File: src/rtl/gs_rom_loader_pkg.sv
// rtl/gs_rom_loader_pkg.sv - shared constants and types for the GS ROM loader
// Purpose: command/register constants, FSM state enum and FIFO entry layout.
// Ports: none (package).
package gs_loader_pkg;

  localparam logic [7:0] CMD_LOADER = 8'h0F;

  localparam logic [7:0] REG_A0   = 8'h00;
  localparam logic [7:0] REG_A1   = 8'h01;
  localparam logic [7:0] REG_A2   = 8'h02;
  localparam logic [7:0] REG_A3   = 8'h03;
  localparam logic [7:0] REG_DATA = 8'h04;
  localparam logic [7:0] REG_CTRL = 8'h05;
  localparam logic [7:0] REG_CLR  = 8'h06;

  typedef enum logic [1:0] {
    IDLE,
    STROBE,
    GAP
  } loader_state_e;

  // Only the low three address bits are kept: lanes 0..5 fit, and 0x06
  // never enters the queue.
  typedef struct packed {
    logic [2:0] addr;
    logic [7:0] data;
  } loader_entry_t;

endpackage

File: src/rtl/gs_rom_loader_if.sv
// rtl/gs_rom_loader_if.sv - MCU command and loader stream bundle
// Purpose: groups the MCU request inputs and the loader write-stream outputs.
// Ports: master drives mcu_* and observes loader_*/busy/overflow;
//        slave (the loader) consumes mcu_* and drives the rest.
interface gs_rom_loader_if;

  logic        mcu_req;
  logic [7:0]  mcu_cmd;
  logic [7:0]  mcu_addr;
  logic [7:0]  mcu_data;
  logic        loader_act;
  logic [31:0] loader_a;
  logic [7:0]  loader_d;
  logic        loader_wr;
  logic        busy;
  logic        overflow;

  modport master (
    output mcu_req, mcu_cmd, mcu_addr, mcu_data,
    input  loader_act, loader_a, loader_d, loader_wr, busy, overflow
  );

  modport slave (
    input  mcu_req, mcu_cmd, mcu_addr, mcu_data,
    output loader_act, loader_a, loader_d, loader_wr, busy, overflow
  );

endinterface

File: src/rtl/gs_rom_loader_fifo.sv
// rtl/gs_rom_loader_fifo.sv - synchronous command FIFO
// Purpose: in-order queue; a push while full is accepted only if a pop
//          happens in the same cycle.
// Ports: clk_bus, reset_n, push/din, pop/dout, full, empty, count.
module loader_fifo #(
  parameter int WIDTH = 11,
  parameter int DEPTH = 4
) (
  input  logic                       clk_bus,
  input  logic                       reset_n,
  input  logic                       push,
  input  logic [WIDTH-1:0]           din,
  input  logic                       pop,
  output logic [WIDTH-1:0]           dout,
  output logic                       full,
  output logic                       empty,
  output logic [$clog2(DEPTH):0]     count
);

  localparam int PTR_W = $clog2(DEPTH);

  logic [WIDTH-1:0] mem_q [DEPTH];
  logic [PTR_W-1:0] wr_ptr_q;
  logic [PTR_W-1:0] rd_ptr_q;
  logic [PTR_W:0]   count_q;
  logic             do_push;
  logic             do_pop;

  assign empty   = (count_q == '0);
  assign full    = (count_q == (PTR_W+1)'(DEPTH));
  assign count   = count_q;
  assign dout    = mem_q[rd_ptr_q];
  assign do_pop  = pop && !empty;
  assign do_push = push && (!full || do_pop);

  // Storage needs no reset; only the pointers define validity.
  always_ff @(posedge clk_bus) begin
    if (do_push) begin
      mem_q[wr_ptr_q] <= din;
    end
  end

  always_ff @(posedge clk_bus) begin
    if (!reset_n) begin
      wr_ptr_q <= '0;
      rd_ptr_q <= '0;
      count_q  <= '0;
    end else begin
      if (do_push) wr_ptr_q <= wr_ptr_q + PTR_W'(1);
      if (do_pop)  rd_ptr_q <= rd_ptr_q + PTR_W'(1);
      count_q <= count_q + (PTR_W+1)'(do_push) - (PTR_W+1)'(do_pop);
    end
  end

endmodule

File: src/rtl/gs_rom_loader.sv
// rtl/gs_rom_loader.sv - paced loader write-stream producer for General Sound
// Purpose: decodes CMD_LOADER register writes, queues them in order and
//          replays data bytes as WR_CYCLES-long strobes with GAP_CYCLES gaps.
// Ports: clk_bus, reset_n (sync, active-low), bus (slave modport: mcu_* in,
//        loader_act/loader_a/loader_d/loader_wr/busy/overflow out).
module gs_rom_loader
  import gs_loader_pkg::*;
#(
  parameter int WR_CYCLES  = 4,
  parameter int GAP_CYCLES = 2,
  parameter int FIFO_DEPTH = 4
) (
  input  logic             clk_bus,
  input  logic             reset_n,
  gs_rom_loader_if.slave   bus
);

  localparam int CNT_MAX = (WR_CYCLES > GAP_CYCLES) ? WR_CYCLES : GAP_CYCLES;
  localparam int CNT_W   = $clog2(CNT_MAX + 1);

  loader_state_e           state_q;
  logic [CNT_W-1:0]        cnt_q;
  logic [31:0]             a_q;
  logic [7:0]              d_q;
  logic                    wr_q;
  logic                    act_q;
  logic                    ovf_q;

  logic                    is_loader;
  logic                    queue_req;
  logic                    clr_req;
  logic                    fifo_push;
  logic                    fifo_pop;
  logic                    fifo_full;
  logic                    fifo_empty;
  logic [$clog2(FIFO_DEPTH):0] fifo_count;
  loader_entry_t           wr_entry;
  loader_entry_t           rd_entry;

  assign is_loader = bus.mcu_req && (bus.mcu_cmd == CMD_LOADER);
  assign queue_req = is_loader && (bus.mcu_addr <= REG_CTRL);
  assign clr_req   = is_loader && (bus.mcu_addr == REG_CLR);
  assign fifo_pop  = (state_q == IDLE) && !fifo_empty;
  // A full queue still takes the request when the FSM frees a slot this cycle.
  assign fifo_push = queue_req && (!fifo_full || fifo_pop);
  assign wr_entry  = '{addr: bus.mcu_addr[2:0], data: bus.mcu_data};

  loader_fifo #(
    .WIDTH ($bits(loader_entry_t)),
    .DEPTH (FIFO_DEPTH)
  ) u_fifo (
    .clk_bus (clk_bus),
    .reset_n (reset_n),
    .push    (fifo_push),
    .din     (wr_entry),
    .pop     (fifo_pop),
    .dout    (rd_entry),
    .full    (fifo_full),
    .empty   (fifo_empty),
    .count   (fifo_count)
  );

  always_ff @(posedge clk_bus) begin
    if (!reset_n) begin
      state_q <= IDLE;
      cnt_q   <= '0;
      a_q     <= '0;
      d_q     <= '0;
      wr_q    <= 1'b0;
      act_q   <= 1'b0;
      ovf_q   <= 1'b0;
    end else begin
      if (clr_req) begin
        ovf_q <= 1'b0;
      end else if (queue_req && fifo_full && !fifo_pop) begin
        ovf_q <= 1'b1;
      end

      case (state_q)
        IDLE: begin
          if (fifo_pop) begin
            case (rd_entry.addr)
              REG_A0[2:0]:   a_q[7:0]   <= rd_entry.data;
              REG_A1[2:0]:   a_q[15:8]  <= rd_entry.data;
              REG_A2[2:0]:   a_q[23:16] <= rd_entry.data;
              REG_A3[2:0]:   a_q[31:24] <= rd_entry.data;
              REG_DATA[2:0]: begin
                // With the loader inactive the byte is silently discarded.
                if (act_q) begin
                  d_q     <= rd_entry.data;
                  wr_q    <= 1'b1;
                  cnt_q   <= CNT_W'(WR_CYCLES - 1);
                  state_q <= STROBE;
                end
              end
              REG_CTRL[2:0]: act_q <= rd_entry.data[0];
              default: ;
            endcase
          end
        end
        STROBE: begin
          if (cnt_q == '0) begin
            wr_q    <= 1'b0;
            a_q     <= a_q + 32'd1;
            cnt_q   <= CNT_W'(GAP_CYCLES - 1);
            state_q <= GAP;
          end else begin
            cnt_q <= cnt_q - CNT_W'(1);
          end
        end
        GAP: begin
          if (cnt_q == '0) begin
            state_q <= IDLE;
          end else begin
            cnt_q <= cnt_q - CNT_W'(1);
          end
        end
        default: state_q <= IDLE;
      endcase
    end
  end

  assign bus.loader_act = act_q;
  assign bus.loader_a   = a_q;
  assign bus.loader_d   = d_q;
  assign bus.loader_wr  = wr_q;
  assign bus.overflow   = ovf_q;
  assign bus.busy       = (fifo_count != '0) || (state_q != IDLE);

endmodule

File: src/flat_wrapper.sv
// flat-port wrapper written by rule: the top's interface ports become plain ports
module gs_rom_loader_flat import gs_loader_pkg::*;
#(
  parameter int WR_CYCLES  = 4,
  parameter int GAP_CYCLES = 2,
  parameter int FIFO_DEPTH = 4
)
  (clk_bus, reset_n, bus_mcu_req, bus_mcu_cmd, bus_mcu_addr, bus_mcu_data, bus_loader_act, bus_loader_a, bus_loader_d, bus_loader_wr, bus_busy, bus_overflow);
  gs_rom_loader_if bus_i ();
  input  logic clk_bus;
  input  logic reset_n;
  input wire logic [$bits(bus_i.mcu_req)-1:0] bus_mcu_req;
  input wire logic [$bits(bus_i.mcu_cmd)-1:0] bus_mcu_cmd;
  input wire logic [$bits(bus_i.mcu_addr)-1:0] bus_mcu_addr;
  input wire logic [$bits(bus_i.mcu_data)-1:0] bus_mcu_data;
  output wire logic [$bits(bus_i.loader_act)-1:0] bus_loader_act;
  output wire logic [$bits(bus_i.loader_a)-1:0] bus_loader_a;
  output wire logic [$bits(bus_i.loader_d)-1:0] bus_loader_d;
  output wire logic [$bits(bus_i.loader_wr)-1:0] bus_loader_wr;
  output wire logic [$bits(bus_i.busy)-1:0] bus_busy;
  output wire logic [$bits(bus_i.overflow)-1:0] bus_overflow;
  assign bus_i.mcu_req = bus_mcu_req;
  assign bus_i.mcu_cmd = bus_mcu_cmd;
  assign bus_i.mcu_addr = bus_mcu_addr;
  assign bus_i.mcu_data = bus_mcu_data;
  assign bus_loader_act = bus_i.loader_act;
  assign bus_loader_a = bus_i.loader_a;
  assign bus_loader_d = bus_i.loader_d;
  assign bus_loader_wr = bus_i.loader_wr;
  assign bus_busy = bus_i.busy;
  assign bus_overflow = bus_i.overflow;
  gs_rom_loader #(.WR_CYCLES(WR_CYCLES), .GAP_CYCLES(GAP_CYCLES), .FIFO_DEPTH(FIFO_DEPTH)) u_core (.clk_bus(clk_bus), .reset_n(reset_n), .bus(bus_i));
endmodule
File: config.mk
export PLATFORM = sky130hd
export DESIGN_NAME = gs_rom_loader_flat
export DESIGN_NICKNAME = d
export VERILOG_FILES = /design/src/rtl/gs_rom_loader_pkg.sv /design/src/rtl/gs_rom_loader_if.sv /design/src/rtl/gs_rom_loader_fifo.sv /design/src/rtl/gs_rom_loader.sv /design/src/flat_wrapper.sv
export SDC_FILE = /design/constraint.sdc
export NUM_CORES = 1
export LEC_CHECK = 0
export CORE_ASPECT_RATIO = 0.8
export CORE_MARGIN = 1.5
export CORE_UTILIZATION = 59
export DETAILED_ROUTE_END_ITERATION = 12
export HOLD_SLACK_MARGIN = 0.1
export PLACE_DENSITY = 0.9
export RECOVER_POWER = 25
export SETUP_SLACK_MARGIN = 0.4
export SLEW_MARGIN = 20
export SYNTH_ARGS = -nofsm -noshare
export SYNTH_HDL_FRONTEND = slang
export SYNTH_SLANG_ARGS = --single-unit
File: constraint.sdc
create_clock -name clk_bus -period 7.7 [get_ports clk_bus]
set_input_delay 1.155 -clock clk_bus [delete_from_list [all_inputs] [get_ports clk_bus]]
set_output_delay 1.155 -clock clk_bus [all_outputs]
set_load 0.05 [all_outputs]
==> report_table.html <==
<table>
<tr><th>Metric</th><th>Value</th></tr>
<tr><th colspan="2">Run status</th></tr>
<tr><td>Result of the run</td><td>finished, violations left</td></tr>
<tr><td>Failing checks</td><td>capacitance limit, slew limit</td></tr>
<tr><th colspan="2">Yosys</th></tr>
<tr><td>Synthesized netlist net count</td><td>536</td></tr>
<tr><td>Async set-reset flop share out of synthesis</td><td>0%</td></tr>
<tr><td>Post-synthesis area per instance</td><td>about 10 sq um</td></tr>
<tr><td>Number of distinct standard cells referenced by the synthesized netlist</td><td>66</td></tr>
<tr><td>Commonest register cell after synthesis</td><td>sky130_fd_sc_hd__dfxtp_1</td></tr>
<tr><td>Total number of yosys warnings</td><td>0</td></tr>
<tr><td>EDFF count, synth</td><td>44</td></tr>
<tr><td>Post-synthesis instance area</td><td>0.005122 sq mm</td></tr>
<tr><td>Post-Syn Instances</td><td>between 400 and 500</td></tr>
<tr><td>Total of flip-flops plus latches after synthesis</td><td>roughly 100</td></tr>
<tr><td>Biggest area contributors in the synthesized netlist</td><td>sky130_fd_sc_hd__edfxtp_1 (26%), sky130_fd_sc_hd__dfxtp_1 (22%), sky130_fd_sc_hd__mux4_2 (4.8%)</td></tr>
<tr><td>Dominant cell type by area after synthesis</td><td>sky130_fd_sc_hd__edfxtp_1</td></tr>
<tr><td>Proportion of netlist area held by the largest area contributor</td><td>25.79%</td></tr>
<tr><td>Sequential cell area fraction in the yosys report</td><td>48.07%</td></tr>
<tr><th colspan="2">Clock network</th></tr>
<tr><td>H-tree depth</td><td>3</td></tr>
<tr><td>Setup Fix Bufs, Post-CTS</td><td>0</td></tr>
<tr><td>Clock tree from TritonCTS</td><td>done</td></tr>
<tr><td># clock sinks</td><td>between 100 and 150</td></tr>
<tr><td>Clock transition time at the flip-flop clock pins of the worst setup and hold paths</td><td>0.10 ns</td></tr>
<tr><td>Clock insertion delay at the later pin of the skew report</td><td>~0.38 ns</td></tr>
<tr><td>Clk buf depth</td><td>2</td></tr>
<tr><td>Post-CTS resize count</td><td>0</td></tr>
<tr><td>Total clock buffers created by CTS</td><td>9</td></tr>
<tr><td>Count of hold buffers inserted by post-cts repair</td><td>0</td></tr>
<tr><td>Clock Tree Root</td><td>sky130_fd_sc_hd__clkbuf_8</td></tr>
<tr><th colspan="2">Global route</th></tr>
<tr><td>Overall fraction of global-route tracks in use</td><td>between 20 and 30%</td></tr>
<tr><td>Initial antenna violation count</td><td>0</td></tr>
<tr><td>Overall overflow remaining after global route</td><td>0</td></tr>
<tr><td>Largest net degree at the start of global routing</td><td>56</td></tr>
<tr><td>Number of global-route vias before repair</td><td>4060</td></tr>
<tr><td>Wire length of the first global-routing pass</td><td>20.08 mm</td></tr>
<tr><th colspan="2">Route</th></tr>
<tr><td>Antenna-violating nets left</td><td>0</td></tr>
<tr><td>Detail-routed via count per cell</td><td>6.364</td></tr>
<tr><td>Iteration-0 DRC count of the detailed router</td><td>451</td></tr>
<tr><td>Average detailed-routed wire length per instance</td><td>18.60 um</td></tr>
<tr><td>Total length of routed wires</td><td>12.46 mm</td></tr>
<tr><td>Residual DRC</td><td>0</td></tr>
<tr><td>Vias post-DR</td><td>between 4000 and 5000</td></tr>
<tr><td>First-pass DRT Iterations</td><td>5</td></tr>
<tr><th colspan="2">Die</th></tr>
<tr><td>Placeable core region</td><td>0.008446 sq mm</td></tr>
<tr><td>Starting Density</td><td>60.65%</td></tr>
<tr><td>Overall die height</td><td>approximately 86 um</td></tr>
<tr><td>Standard-cell row count</td><td>30</td></tr>
<tr><td>Number of top-level pins</td><td>71</td></tr>
<tr><td>Full die area</td><td>0.009253 sq mm</td></tr>
<tr><td>Horiz. Die Dim</td><td>107.2 um</td></tr>
<tr><th colspan="2">STA</th></tr>
<tr><td>Maximum clock skew at final layout</td><td>approximately 0.015 ns</td></tr>
<tr><td>Count of pins over their slew limit</td><td>56</td></tr>
<tr><td>Peak clock frequency supported by timing</td><td>0.2170 GHz</td></tr>
<tr><td>Total setup violations reported at the end of the flow</td><td>0</td></tr>
<tr><td>Hold violation count in the final report</td><td>0</td></tr>
<tr><td>Shortest period the worst path allows</td><td>4.609 ns</td></tr>
<tr><td>Slew at the pin with the worst max-slew slack</td><td>between 2 and 2.5 ns</td></tr>
<tr><td>Final setup TNS</td><td>0 ns</td></tr>
<tr><td>Worst relative slew slack</td><td>-48.77%</td></tr>
<tr><td>Final period utilization</td><td>roughly 60%</td></tr>
<tr><td>Setup repair after global routing missed its margin</td><td>false</td></tr>
<tr><th colspan="2">Pwr</th></tr>
<tr><td>NetSw</td><td>0.8739 mW</td></tr>
<tr><td>Clock network fraction of total power</td><td>17.4%</td></tr>
<tr><td>Combinational group share of total power</td><td>between 40% and 50%</td></tr>
<tr><td>Power density normalized to cell area</td><td>321.6 mW/mm^2</td></tr>
<tr><td>Worst vdd rail ir drop</td><td>0.0001814 V</td></tr>
<tr><td>Sw Share</td><td>~45%</td></tr>
<tr><td>Sequential cell fraction of total power</td><td>38.4%</td></tr>
<tr><td>Reported leakage power</td><td>2.061 nW</td></tr>
<tr><td>Internal power contribution</td><td>1.078 mW</td></tr>
<tr><td>Overall power consumption</td><td>1.952 mW</td></tr>
<tr><th colspan="2">Critical path</th></tr>
<tr><td>Timing startpoint of the critical path</td><td>reset_n</td></tr>
<tr><td>Data arrival time of the worst path</td><td>4.91 ns</td></tr>
<tr><td>Category of the worst setup path capture point</td><td>flop</td></tr>
<tr><td>Capture instance of the worst register-to-register path</td><td>u_core.u_fifo.count[2]</td></tr>
<tr><td>Launch instance of the worst register-to-register path</td><td>u_core.state_q[0]</td></tr>
<tr><td>Reg2Reg Setup Slack</td><td>4.28 ns</td></tr>
<tr><td>WP data required</td><td>8.00 ns</td></tr>
<tr><td>Capturing instance or port of the critical path</td><td>u_core.bus.loader_a[16]</td></tr>
<tr><td>Critical Setup Path Class</td><td>in2reg</td></tr>
<tr><td>Setup crit start kind</td><td>input pin</td></tr>
<tr><td>Number of cell instances on the worst register-to-register path</td><td>13</td></tr>
<tr><td>Maximum fanout count along the critical path</td><td>55</td></tr>
<tr><th colspan="2">Place</th></tr>
<tr><td>Estimated wirelength of the detail-placed design</td><td>8.842 mm</td></tr>
<tr><td>RD Place Congestion</td><td>0.9079</td></tr>
<tr><td>Number of port buffers</td><td>70</td></tr>
<tr><td>Area after DPL</td><td>0.005873 sq mm</td></tr>
<tr><th colspan="2">Cells and area</th></tr>
<tr><td>Post-layout nets</td><td>around 600</td></tr>
<tr><td>Ant diodes</td><td>0</td></tr>
<tr><td>Finished layout cell area</td><td>0.006070 sq mm</td></tr>
<tr><td>Layout overhead on the synthesized area</td><td>18.49%</td></tr>
<tr><td>Commonest cells after routing, fill and taps aside</td><td>sky130_fd_sc_hd__clkdlybuf4s50_1 (58), sky130_fd_sc_hd__dfxtp_1 (57), sky130_fd_sc_hd__nor2_1 (44), sky130_fd_sc_hd__edfxtp_1 (44), sky130_fd_sc_hd__nand3_1 (40)</td></tr>
<tr><td>Ratio of cells with drive above 1 in the final layout</td><td>~7.9%</td></tr>
<tr><td>Commonest non-fill, non-tap cell in the layout</td><td>sky130_fd_sc_hd__clkdlybuf4s50_1</td></tr>
<tr><th colspan="2">Job</th></tr>
<tr><td>Count of max-cap constraint violations</td><td>1</td></tr>
<tr><th colspan="2">Min path</th></tr>
<tr><td>HP Class</td><td>reg2reg</td></tr>
</table>
-- critical path, stage by stage --
cell                       delay [ns]
sky130_fd_sc_hd__buf_2           0.07
sky130_fd_sc_hd__clkbuf_1        1.58
sky130_fd_sc_hd__inv_1           1.30
sky130_fd_sc_hd__nor4_1          0.56
sky130_fd_sc_hd__a31oi_1         0.06
sky130_fd_sc_hd__o21ai_0         0.15
-- synth_stat cells, drive strengths merged, types with 6 or more instances --
master	instances
a311o	6
inv	20
mux2i	16
and3	8
mux4	11
and4	7
ha	14
nor3	12
nor2	44
buf	13
edfxtp	44
and2	9
nand3	40
nand4	8
o21ai	20
dfxtp	57
or3	7
o211ai	6
nand2	28
nor4	7
clkbuf	14
a21oi	23
nand4b	7
-- routing by layer --
layer,vias to the layer above,GRT usage (%),share of wire [%]
met5,-,0,0
met4,0,11.88,2.6
met3,34,5.940,8.3
met2,220,45.86,48
met1,2013,36.33,41
li1,1997,-,-
-- layout make-up --
type	count	area, sq um
Sequential cell	101	2462
Tap cell	112	140.1
Inverter	21	78.83
Clock buffer	10	137.6
Clock inverter	6	62.56
Multi-Input combinational cell	345	2459
Fill cell	581	2376
Timing Repair Buffer	75	729.5
-- stage by stage --
stage	hold WS [ns]	cells	util (%)	setup slack, ns
finish	0.5018	670	71.87	3.091
floorplan	0.4574	494	-	4.189
CTS	0.5010	670	71.91	3.730
global placement	0.4770	654	69.54	3.553
global route	0.5348	670	71.87	2.730
detailed placement	0.4849	654	69.54	3.328
-- registers in the layout, indices dropped and copies added, names as in the netlist, named ones only --
signal and flops:
u_core.u_fifo.mem_q 44, u_core.bus.loader_a 32, u_core.bus.loader_d 8, u_core.cnt_q 3, u_core.u_fifo.count 3, u_core.state_q 2, u_core.u_fifo.rd_ptr_q 2, u_core.u_fifo.wr_ptr_q 2
u_core.bus.loader_act 1, u_core.bus.loader_wr 1, u_core.bus.overflow 1
-- power by group through the flow --
stage               registers, mW  clock network, mW  logic, mW
floorplan                   0.887                  0      0.483
global placement            0.753                  0      0.829
detailed placement          0.759                  0      0.851
CTS                         0.748              0.341      0.854
global route                0.765              0.360      0.913
finish                      0.750              0.340      0.862
-- cells by family after synthesis --
group / count (synthesis) / synth area share (%)
adder cells (fa/ha/maj): 15 / 3.811
AO/OA/AOI/OAI: 97 / 13.48
AND/OR/NAND/NOR: 199 / 21.32
flip-flops: 101 / 48.07
XOR/XNOR: 5 / 0.8551
multiplexers: 29 / 8.402
buffers and inverters: 48 / 4.055
-- worst min-delay path by stage --
stage / slack, ns / cells after the start / end / startpoint
after floorplan: 0.46 / 2 / u_core.cnt_q[2] / u_core.cnt_q[2]
after global placement: 0.48 / 2 / u_core.bus.loader_d[4] / u_core.bus.loader_d[4]
after detailed placement: 0.48 / 2 / u_core.bus.loader_d[7] / u_core.bus.loader_d[7]
after CTS: 0.50 / 2 / u_core.cnt_q[2] / u_core.cnt_q[2]
after global routing: 0.53 / 1 / u_core.cnt_q[1] / u_core.cnt_q[1]
final: 0.50 / 2 / u_core.cnt_q[2] / u_core.cnt_q[2]
(Power assumes the default switching activity.)
